**config.mk**
```make
export PLATFORM = sky130hd
export DESIGN_NAME = shift_deserializer
export DESIGN_NICKNAME = d
export VERILOG_FILES = /design/src/rtl/shift_link_pkg.sv /design/src/rtl/shift_frame_tracker.sv /design/src/rtl/shift_deserializer.sv
export SDC_FILE = /design/constraint.sdc
export NUM_CORES = 1
export LEC_CHECK = 0
export CAP_MARGIN = 20
export CORE_MARGIN = 2
export CORE_UTILIZATION = 46
export CTS_CLUSTER_SIZE = 28
export DETAILED_ROUTE_END_ITERATION = 8
export PLACE_DENSITY = 0.74
export SYNTH_ARGS = -nofsm -noshare
export SYNTH_HDL_FRONTEND = slang
export SYNTH_SLANG_ARGS = --single-unit
```
**constraint.sdc**
```tcl
create_clock -name clk -period 2 [get_ports clk]
set_input_delay 0.2 -clock clk [delete_from_list [all_inputs] [get_ports clk]]
set_output_delay 0.2 -clock clk [all_outputs]
set_load 0.01 [all_outputs]
```
**src/rtl/shift_link_pkg.sv**
```systemverilog
// Shared types and width constants for the shift-register serializer link.
// Width macros may be overridden on the command line; the defaults describe a 16-bit word over a 4-bit link.
`ifndef SHIFT_FROM
`define SHIFT_FROM 16
`endif
`ifndef SHIFT_LOGFROM
`define SHIFT_LOGFROM 4
`endif
`ifndef SHIFT_TO
`define SHIFT_TO 4
`endif

package shift_link_pkg;
    typedef enum logic {HUNT = 1'b0, SYNC = 1'b1} deser_state_e;

    localparam int FROM     = `SHIFT_FROM;
    localparam int LOG2FROM = `SHIFT_LOGFROM;
    localparam int TO       = `SHIFT_TO;
    localparam int BEATS    = FROM / TO;
endpackage

```
**src/rtl/shift_frame_tracker.sv**
```systemverilog
// Frame alignment FSM and beat counter for the deserializer.
// Classifies each valid beat as shift, word completion or framing error.
module shift_frame_tracker
    import shift_link_pkg::*;
#(
    parameter int N     = BEATS,
    parameter int CNT_W = LOG2FROM + 1
) (
    input  logic clk,
    input  logic reset,
    input  logic valid_i,
    input  logic last_i,
    output logic shift_en,
    output logic word_done,
    output logic frame_err,
    output logic aligned
);

    localparam logic [CNT_W-1:0] LAST_CNT = CNT_W'(N - 1);

    deser_state_e     state_q, state_d;
    logic [CNT_W-1:0] cnt_q, cnt_d;

    // State and beat-count registers
    always_ff @(posedge clk or negedge reset) begin
        if (!reset) begin
            state_q <= HUNT;
            cnt_q   <= {CNT_W{1'b0}};
        end else begin
            state_q <= state_d;
            cnt_q   <= cnt_d;
        end
    end

    // Next-state decode; idle cycles leave everything untouched
    always_comb begin
        state_d   = state_q;
        cnt_d     = cnt_q;
        shift_en  = 1'b0;
        word_done = 1'b0;
        frame_err = 1'b0;
        if (valid_i) begin
            case (state_q)
                HUNT: begin
                    if (last_i) begin
                        state_d = SYNC;
                        cnt_d   = {CNT_W{1'b0}};
                    end else begin
                        state_d = HUNT;
                    end
                end
                SYNC: begin
                    if (cnt_q == LAST_CNT) begin
                        cnt_d = {CNT_W{1'b0}};
                        if (last_i) begin
                            word_done = 1'b1;
                        end else begin
                            // Overlong frame: alignment is no longer trusted
                            frame_err = 1'b1;
                            state_d   = HUNT;
                        end
                    end else begin
                        if (last_i) begin
                            frame_err = 1'b1;
                            cnt_d     = {CNT_W{1'b0}};
                        end else begin
                            shift_en = 1'b1;
                            cnt_d    = cnt_q + CNT_W'(1);
                        end
                    end
                end
                default: begin
                    state_d = HUNT;
                    cnt_d   = {CNT_W{1'b0}};
                end
            endcase
        end else begin
            state_d = state_q;
        end
    end

    assign aligned = (state_q == SYNC);

endmodule

```
**src/rtl/shift_deserializer.sv**
```systemverilog
// Receive side of the shift-register link: rebuilds FROM-bit words from TO-bit beats,
// MS chunk first, and presents each completed word with a one-cycle valid_o pulse.
module shift_deserializer
    import shift_link_pkg::*;
#(
    parameter int FROM     = shift_link_pkg::FROM,
    parameter int LOG2FROM = shift_link_pkg::LOG2FROM,
    parameter int TO       = shift_link_pkg::TO
) (
    input  logic            clk,
    input  logic            reset,
    input  logic [TO-1:0]   data_i,
    input  logic            valid_i,
    input  logic            last_i,
    output logic [FROM-1:0] data_o,
    output logic            valid_o,
    output logic            aligned_o,
    output logic            err_o
);

    localparam int N = FROM / TO;

    logic            shift_en_s, word_done_s, frame_err_s, aligned_s;
    logic [FROM-1:0] shift_q, shift_d;
    logic [FROM-1:0] data_q, data_d;
    logic            valid_q, valid_d;
    logic            err_q, err_d;

    shift_frame_tracker #(
        .N     (N),
        .CNT_W (LOG2FROM + 1)
    ) u_tracker (
        .clk       (clk),
        .reset     (reset),
        .valid_i   (valid_i),
        .last_i    (last_i),
        .shift_en  (shift_en_s),
        .word_done (word_done_s),
        .frame_err (frame_err_s),
        .aligned   (aligned_s)
    );

    // Shift register and output registers
    always_ff @(posedge clk or negedge reset) begin
        if (!reset) begin
            shift_q <= {FROM{1'b0}};
            data_q  <= {FROM{1'b0}};
            valid_q <= 1'b0;
            err_q   <= 1'b0;
        end else begin
            shift_q <= shift_d;
            data_q  <= data_d;
            valid_q <= valid_d;
            err_q   <= err_d;
        end
    end

    // The closing beat never passes through the shift register; it is merged directly as the LS chunk
    always_comb begin
        shift_d = shift_q;
        data_d  = data_q;
        valid_d = word_done_s;
        err_d   = frame_err_s;
        if (shift_en_s) begin
            shift_d = {shift_q[FROM-TO-1:0], data_i};
        end else begin
            shift_d = shift_q;
        end
        if (word_done_s) begin
            data_d = {shift_q[FROM-TO-1:0], data_i};
        end else begin
            data_d = data_q;
        end
    end

    assign data_o    = data_q;
    assign valid_o   = valid_q;
    assign err_o     = err_q;
    assign aligned_o = aligned_s;

endmodule

```
==> results by group, run 1 <==
Clock tree
  • Clock latency reported for the late side of the worst-skew pair: 340 ps
  • CTS Buf Count: 5
  • Clock net sink count: 36
  • Clock Root Buffer: sky130_fd_sc_hd__clkbuf_4
  • TritonCTS clock tree: done
  • Maximum level of the CTS H-tree: 2
  • Clock Pin Slew Worst Setup and Hold Paths: 120 ps
  • CTS Hold Bufs: 0
  • CTS Buffer Depth: 2

Synthesis
  • Syn_area_per_cell: 15.4 um^2
  • YS warnings: 0
  • Total standard cell area after synthesis: 1570 um^2
  • Most area-hungry cell type in the Yosys netlist: sky130_fd_sc_hd__dfrtp_1
  • Largest family of logic cells by synthesized area: multiplexers
  • Basic-gate share of the synthesized area counting and, or, nand and nor cells: 6.14%
  • Share of synthesized cell area in full adder, half adder and majority cells: 3.19%
  • Number of library cell types mapped by synthesis: 25
  • Cells after synthesis: 102
  • Top area cells in the synthesized netlist: sky130_fd_sc_hd__dfrtp_1 57%, sky130_fd_sc_hd__mux2_4 18%, sky130_fd_sc_hd__mux2_2 6.5%, sky130_fd_sc_hd__ha_1 3.2%, sky130_fd_sc_hd__buf_6 2.2%
  • Seq cells post-synth: 36
  • Top cell type's share of synthesized area: 57.4%
  • Sequential area share after synthesis: 57.4%
  • Nets in the synthesized netlist: 114
  • Post-synthesis mux area share: 24.6%
  • XOR/XNOR Fraction of Synth Area: 0%
  • Fraction of the mapped netlist area in compound gates: 5.10%

Worst setup path
  • Max stage delay on crit path: 500 ps
  • Total number of cells along the worst setup path: 7
  • Kind of end point of the critical path: flop
  • Arrival time reported for the critical path endpoint: 2200 ps
  • Critical path cell sequence: ha_2 > or4b_4 > inv_4 > ha_4 > nand3_4 > clkbuf_16 > mux2_4
  • CP bufs+invs: 2
  • Data required time of the worst path: 2240 ps
  • Critical path type: flop to flop
  • Top cell family by delay on the critical path: simple AND/OR/NAND/NOR gates
  • Highest-delay cell along the critical path: sky130_fd_sc_hd__or4b_4
  • Worst-path fanout max: 6
  • Startpoint type of the worst setup path: flop
  • R2R depth: 7

STA
  • Setup repair after global routing missed its margin: false
  • Setup TNS Final: 0 ps
  • Portion of the clock cycle consumed by the worst path in the final layout: 97.9%
  • Worst path setup slack after routing: 42.7 ps
  • Max-slew violations: 0
  • Hold Violations, Final: 0
  • Total setup violations reported at the end of the flow: 0
  • Actual slew at the worst max-slew pin: 504 ps
  • Largest clock skew in the final design: 2.32 ps
  • Fin crit period: 1960 ps
  • Worst slew slack as a fraction of its limit: 66.4%
  • Highest achievable clock rate: 511 MHz

Floorplanning
  • Placeable Area: 3310 um^2
  • Die Wd: 62.4 um
  • Die Ht: 62.4 um
  • Die ar.: 3900 um^2
  • Num rows: 21
  • I/O pin cnt: 27
  • Initial Util: 47.4%

Route
  • Antenna Nets Post-Route: 0
  • Total Wirelength: 2820 um
  • DRC violation count after routing: 0
  • Vias per cell: 4.96
  • DRT Pass-1 Iters: 4
  • DRC violation total after the first TritonRoute iteration: 37
  • DR WL/cell: 14.9 um
  • Vias: 943

Status
  • Result of the run: complete, no violations

GRT
  • Aggregate global routing overflow: 0
  • GR Util All Layers: 15.2%
  • Pin count of the biggest net entering global routing: 37
  • Via count of the first global-routing pass: 991
  • Antenna violations before repair: 0
  • First-pass GRT wire length: 4610 um

Placed design
  • Gp weighted congestion: 0.844
  • Worst-case setup slack after placement: -47.5 ps
  • Detail Placement HPWL: 1890 um
  • Quantity of I/O buffers inserted on ports: 26
  • Instance count after placement with tap cells included: 179

Power
  • Leakage power summed over all cells: 0.997 nW
  • Power after layout: 0.00243 W
  • Power density of the placed cells: 1170 nW/um^2
  • Largest voltage drop on the vdd net: 0.558 mV

Min path
  • Worst hold path class: input pin to asynchronous set/reset pin

Job
  • Max capacitance violation total: 0

Cells and area
  • Area Growth Syn to Fin: 31.6%
  • Filler cell count in the final layout: 279
  • Net count reported at finish: 155
  • Antenna diode instance count: 0
  • Fraction of layout cells with a size suffix above 1: 38.2%
  • Final standard cell count with taps included and fillers excluded: 190
-- routing by layer --
| metal | wire length [um] | global-route usage (%) | part of all wire [%] | vias up |
|---|---|---|---|---|
| met5 | 0 | 0 | 0 | - |
| met4 | 41 | 5.83 | 1.5 | 0 |
| met3 | 137 | 5.23 | 4.9 | 5 |
| met2 | 1320 | 24.7 | 47 | 22 |
| met1 | 1320 | 18.8 | 47 | 460 |
| li1 | - | - | - | 456 |
-- worst reg2reg max path: cells and delay by family (launching register included) --
| kind | cells | cell delay, ps |
|---|---|---|
| fa+ha+maj | 2 | 320 |
| buf+inv | 2 | 290 |
| flops | 1 | 370 |
| mux | 1 | 290 |
| simple gates | 2 | 590 |
-- cells by family (layout without fill, tap and decap cells) --
group,after synthesis,in the layout
AOI/OAI and AO/OA,12,12
adders and majority gates,4,4
buffers and inverters,8,50
DFF,36,36
muxes,28,28
and+or+nand+nor,14,14
-- placed cells by master, fill, tap and decap left out, types with 3 or more instances in the layout --
cell type / instances
sky130_fd_sc_hd__clkbuf_4: 5
sky130_fd_sc_hd__buf_4: 8
sky130_fd_sc_hd__mux2_4: 19
sky130_fd_sc_hd__inv_1: 3
sky130_fd_sc_hd__nand4_1: 3
sky130_fd_sc_hd__clkdlybuf4s50_1: 26
sky130_fd_sc_hd__nand2_1: 4
sky130_fd_sc_hd__mux2_2: 9
sky130_fd_sc_hd__dfrtp_1: 36
sky130_fd_sc_hd__o21ai_0: 3
-- final timing paths --
path,slack [ps],end,start
setup / recovery,40,data_o[9],u_tracker.cnt_q[1]
hold / removal,260,data_o[7],reset
setup reg to reg,40,data_o[9],u_tracker.cnt_q[1]
hold reg to reg,520,data_o[5],data_o[5]
max in group asynchronous,1430,u_tracker.aligned,reset
min in group clk,490,shift_q[0],data_i[0]
-- synth_stat cells --
master,number
sky130_fd_sc_hd__a21oi_1,1
sky130_fd_sc_hd__a31oi_1,2
sky130_fd_sc_hd__a41oi_1,1
sky130_fd_sc_hd__and3_1,1
sky130_fd_sc_hd__buf_4,1
sky130_fd_sc_hd__buf_6,3
sky130_fd_sc_hd__dfrtp_1,36
sky130_fd_sc_hd__ha_1,4
sky130_fd_sc_hd__inv_1,3
sky130_fd_sc_hd__inv_2,1
sky130_fd_sc_hd__mux2_2,9
sky130_fd_sc_hd__mux2_4,19
sky130_fd_sc_hd__nand2_1,4
sky130_fd_sc_hd__nand3_1,1
sky130_fd_sc_hd__nand3_2,1
sky130_fd_sc_hd__nand3_4,1
sky130_fd_sc_hd__nand4_1,3
sky130_fd_sc_hd__nor2_1,1
sky130_fd_sc_hd__nor2b_1,1
sky130_fd_sc_hd__o21ai_0,3
sky130_fd_sc_hd__o21ai_1,1
sky130_fd_sc_hd__o311ai_1,1
sky130_fd_sc_hd__o31ai_1,1
sky130_fd_sc_hd__o41ai_1,2
sky130_fd_sc_hd__or4b_4,1
-- metrics by stage --
stage	hold slack, ps	cell area (um^2)	utilization, %
after floorplan	-95.6	1570	-
after global placement	489	1930	58.2
after detailed placement	494	1930	58.2
after CTS	268	2010	60.7
after global routing	280	2070	62.4
final	262	2070	62.4
-- area by class of cell --
type / count / area (um^2) / share of cell area, %
multi-input combinational: 58 / 638 / 30.9
inverter: 4 / 17.5 / 0.847
tap: 46 / 57.6 / 2.78
timing repair buffer: 38 / 397 / 19.2
clock inverter: 3 / 18.8 / 0.908
clock buffer: 5 / 37.5 / 1.82
sequential: 36 / 901 / 43.6
-- registers in the layout, summed over array words and instances (netlist names) --
name,count
u_tracker.cnt_q,5
shift_q,12
u_tracker.aligned,1
valid_o,1
err_o,1
data_o,16
-- repair_timing --
action                                  4_1_cts  5_1_grt
gates cloned                                  0        1
gates resized for setup                       0        7
endpoints found under the setup margin       16       19
pin swaps                                     0        1
buffers inserted                              2        0
-- report_power, final --
| part | switching (W) | internal [W] |
|---|---|---|
| clock | 0.000259 | 0.000135 |
| combinational | 0.000276 | 0.000593 |
| sequential | 0.000176 | 0.000985 |
Note: power is estimated with default switching activity, not from simulation.
==> inputs of run 2 (changes only) <==
- TNS_END_PERCENT: default -> 100
==> results of run 2 <==
No change in the layout: final DEF, timing and power equal those of run 1.
==> inputs of run 3 (changes only) <==
- CORE_MARGIN: 2 -> default
- GPL_TIMING_DRIVEN: default -> 0
==> run 3 against run 2 <==
The run now ends with setup timing left. Non-clock buffer count unchanged. First-iteration DRC count down 38%. Count of clock-buffer cells in the layout grew 2. Total power up 0.35%. Clock skew is 8.6 ps higher. Critical path depth is the same. Via count is 2.3% higher. Global-route usage is 1.8 points higher. Combinational power decreased by 0.6%. Worst setup slack worse by 58 ps. Critical path type unchanged.
==> results by group, run 3 (synthesis results as in run 1) <==
Status
  • Result of the run: complete, but fails checks
  • Violations in the final reports: setup timing

Power
  • Power density of the placed cells: 1170 nW/um^2
  • Largest voltage drop on the vdd net: 0.684 mV
  • Leakage power summed over all cells: 1.00 nW

Floorplanning
  • Placeable Area: 3150 um^2
  • Initial Util: 49.8%
  • Num rows: 20
  • I/O pin cnt: 27
  • Die ar.: 3650 um^2
  • Die Wd: 60.4 um
  • Die Ht: 60.4 um

Placed design
  • DP Area: 1870 um^2
  • Worst-case setup slack after placement: -204 ps
  • Gp weighted congestion: 0.854
  • Detail Placement HPWL: 1840 um
  • Quantity of I/O buffers inserted on ports: 25

Clock tree
  • CTS Buf Count: 5
  • Clock Root Buffer: sky130_fd_sc_hd__clkbuf_4
  • CTS Buffer Depth: 2
  • Maximum level of the CTS H-tree: 2
  • Clock net sink count: 36
  • Clock latency reported for the late side of the worst-skew pair: 330 ps
  • TritonCTS clock tree: done
  • Clock Pin Slew Worst Setup and Hold Paths: 110 ps

Route
  • Vias: 965
  • Antenna Nets Post-Route: 0
  • DR WL/cell: 15.1 um
  • Total Wirelength: 2850 um
  • DRC violation count after routing: 0
  • DRC violation total after the first TritonRoute iteration: 23
  • DRT Pass-1 Iters: 4
  • Vias per cell: 5.13

GRT
  • Pin count of the biggest net entering global routing: 37
  • GR Util All Layers: 17.0%
  • First-pass GRT wire length: 4460 um
  • Via count of the first global-routing pass: 936
  • Antenna violations before repair: 0
  • Aggregate global routing overflow: 0

Worst setup path
  • Startpoint type of the worst setup path: flop
  • Worst-path fanout max: 5
  • Register-to-register setup slack: -20 ps
  • Worst reg2reg path endpoint: data_o[13]
  • Arrival time reported for the critical path endpoint: 2240 ps
  • Critical path type: flop to flop
  • R2R depth: 7
  • Kind of end point of the critical path: flop
  • Data required time of the worst path: 2220 ps
  • Launch point of the worst reg-to-reg path: u_tracker.cnt_q[1]

STA
  • Hold Violations, Final: 0
  • Worst path setup slack after routing: -15.1 ps
  • Portion of the clock cycle consumed by the worst path in the final layout: 101%
  • Largest clock skew in the final design: 10.9 ps
  • Total setup violations reported at the end of the flow: 5
  • Max-slew violations: 0
  • Setup repair after global routing missed its margin: true
  • Highest achievable clock rate: 496 MHz
  • Actual slew at the worst max-slew pin: 764 ps
  • Fin crit period: 2020 ps
  • Hold slack final: 129 ps
  • Worst slew slack as a fraction of its limit: 49.1%

Min path
  • Hold Crit Endpoint: u_tracker.aligned
  • Worst hold path class: input pin to flop
  • Hold path depth: 2
  • Launch point of the worst hold path: valid_i

Cells and area
  • Highest-count cells in the layout ignoring fill and taps: 36 x sky130_fd_sc_hd__dfrtp_1, 24 x sky130_fd_sc_hd__clkdlybuf4s50_1, 19 x sky130_fd_sc_hd__mux2_4
  • Most common cell after layout, fill and taps aside: sky130_fd_sc_hd__dfrtp_1
  • Flip-flop count of the largest register, all copies and words added: 16
  • Fin area: 2080 um^2
  • Fraction of layout cells with a size suffix above 1: 38.2%
  • Net count reported at finish: 155
  • Area Growth Syn to Fin: 32.7%
  • Antenna diode instance count: 0

Job
  • Max capacitance violation total: 0
-- run 3: cell count changes in the layout (fill, tap and decap cells not counted), sizes merged --
| cell | before | now |
|---|---|---|
| clkinvlp | 0 | 1 |
| clkinv | 3 | 0 |
| clkbuf | 6 | 9 |
| clkdlybuf4s50 | 26 | 24 |
| dlygate4sd3 | 0 | 1 |
-- run 3: how the worst max path moves through the flow --
stage,cells after the start,from,to,slack (ps)
floorplan,7,u_tracker.cnt_q[0],data_o[10],2
global placement,7,u_tracker.cnt_q[0],data_o[10],-140
detailed placement,7,u_tracker.cnt_q[0],data_o[7],-200
CTS,6,u_tracker.cnt_q[0],shift_q[10],9
global route,7,u_tracker.cnt_q[1],data_o[13],-50
finish,7,u_tracker.cnt_q[1],data_o[13],-20
-- run 3: layout make-up --
class / instances / area (um^2)
clock buffer: 7 / 55.1
sequential: 36 / 901
inverter: 4 / 17.5
multi-input combinational: 58 / 638
buffer: 4 / 58.8
fill: 243 / 1070
timing repair buffer: 34 / 350
tap: 44 / 55.1
clock inverter: 1 / 7.51
-- run 3: repair_timing --
action                                  4_1_cts  5_1_grt
gates cloned                                  0        2
hold buffers                                  1        0
hold endpoints to repair                     36        0
pin swaps                                     0        1
resized for setup                             6        4
setup buffers                                 5        1
endpoints found under the setup margin       26       26
-- run 3: per-stage QoR --
| step | std cells | util [%] | total power [W] | TNS, ps |
|---|---|---|---|---|
| floorplan | 102 | - | 0.00159 | 0 |
| global placement | 171 | 59.5 | 0.00195 | -1990 |
| detailed placement | 171 | 59.3 | 0.00199 | -2400 |
| CTS | 185 | 63.5 | 0.00242 | 0 |
| global route | 188 | 66.1 | 0.00258 | -521 |
| finish | 188 | 66.1 | 0.00243 | -53.0 |
-- run 3: routing by layer --
layer / global-route usage [%] / up-vias / part of all wire [%]
met3: 4.90 / 4 / 3.3
li1: - / 455 / -
met1: 22.5 / 485 / 46
met2: 26.1 / 21 / 50
met4: 7.47 / 0 / 0.91
met5: 0 / - / 0
-- run 3: report_power, final --
group | leakage (nW) | switching [W] | internal (W)
sequential | 0.458 | 0.000174 | 0.000985
clock | 0.0315 | 0.000237 | 0.000172
combinational | 0.511 | 0.000276 | 0.000589
-- run 3: critical path: stages (launching register included) --
cell                        delay, ps
sky130_fd_sc_hd__dfrtp_1          380
sky130_fd_sc_hd__ha_2             210
sky130_fd_sc_hd__or4b_4           510
sky130_fd_sc_hd__inv_4             90
sky130_fd_sc_hd__ha_4             130
sky130_fd_sc_hd__nand3_4          110
sky130_fd_sc_hd__clkbuf_16        200
sky130_fd_sc_hd__mux2_4           290
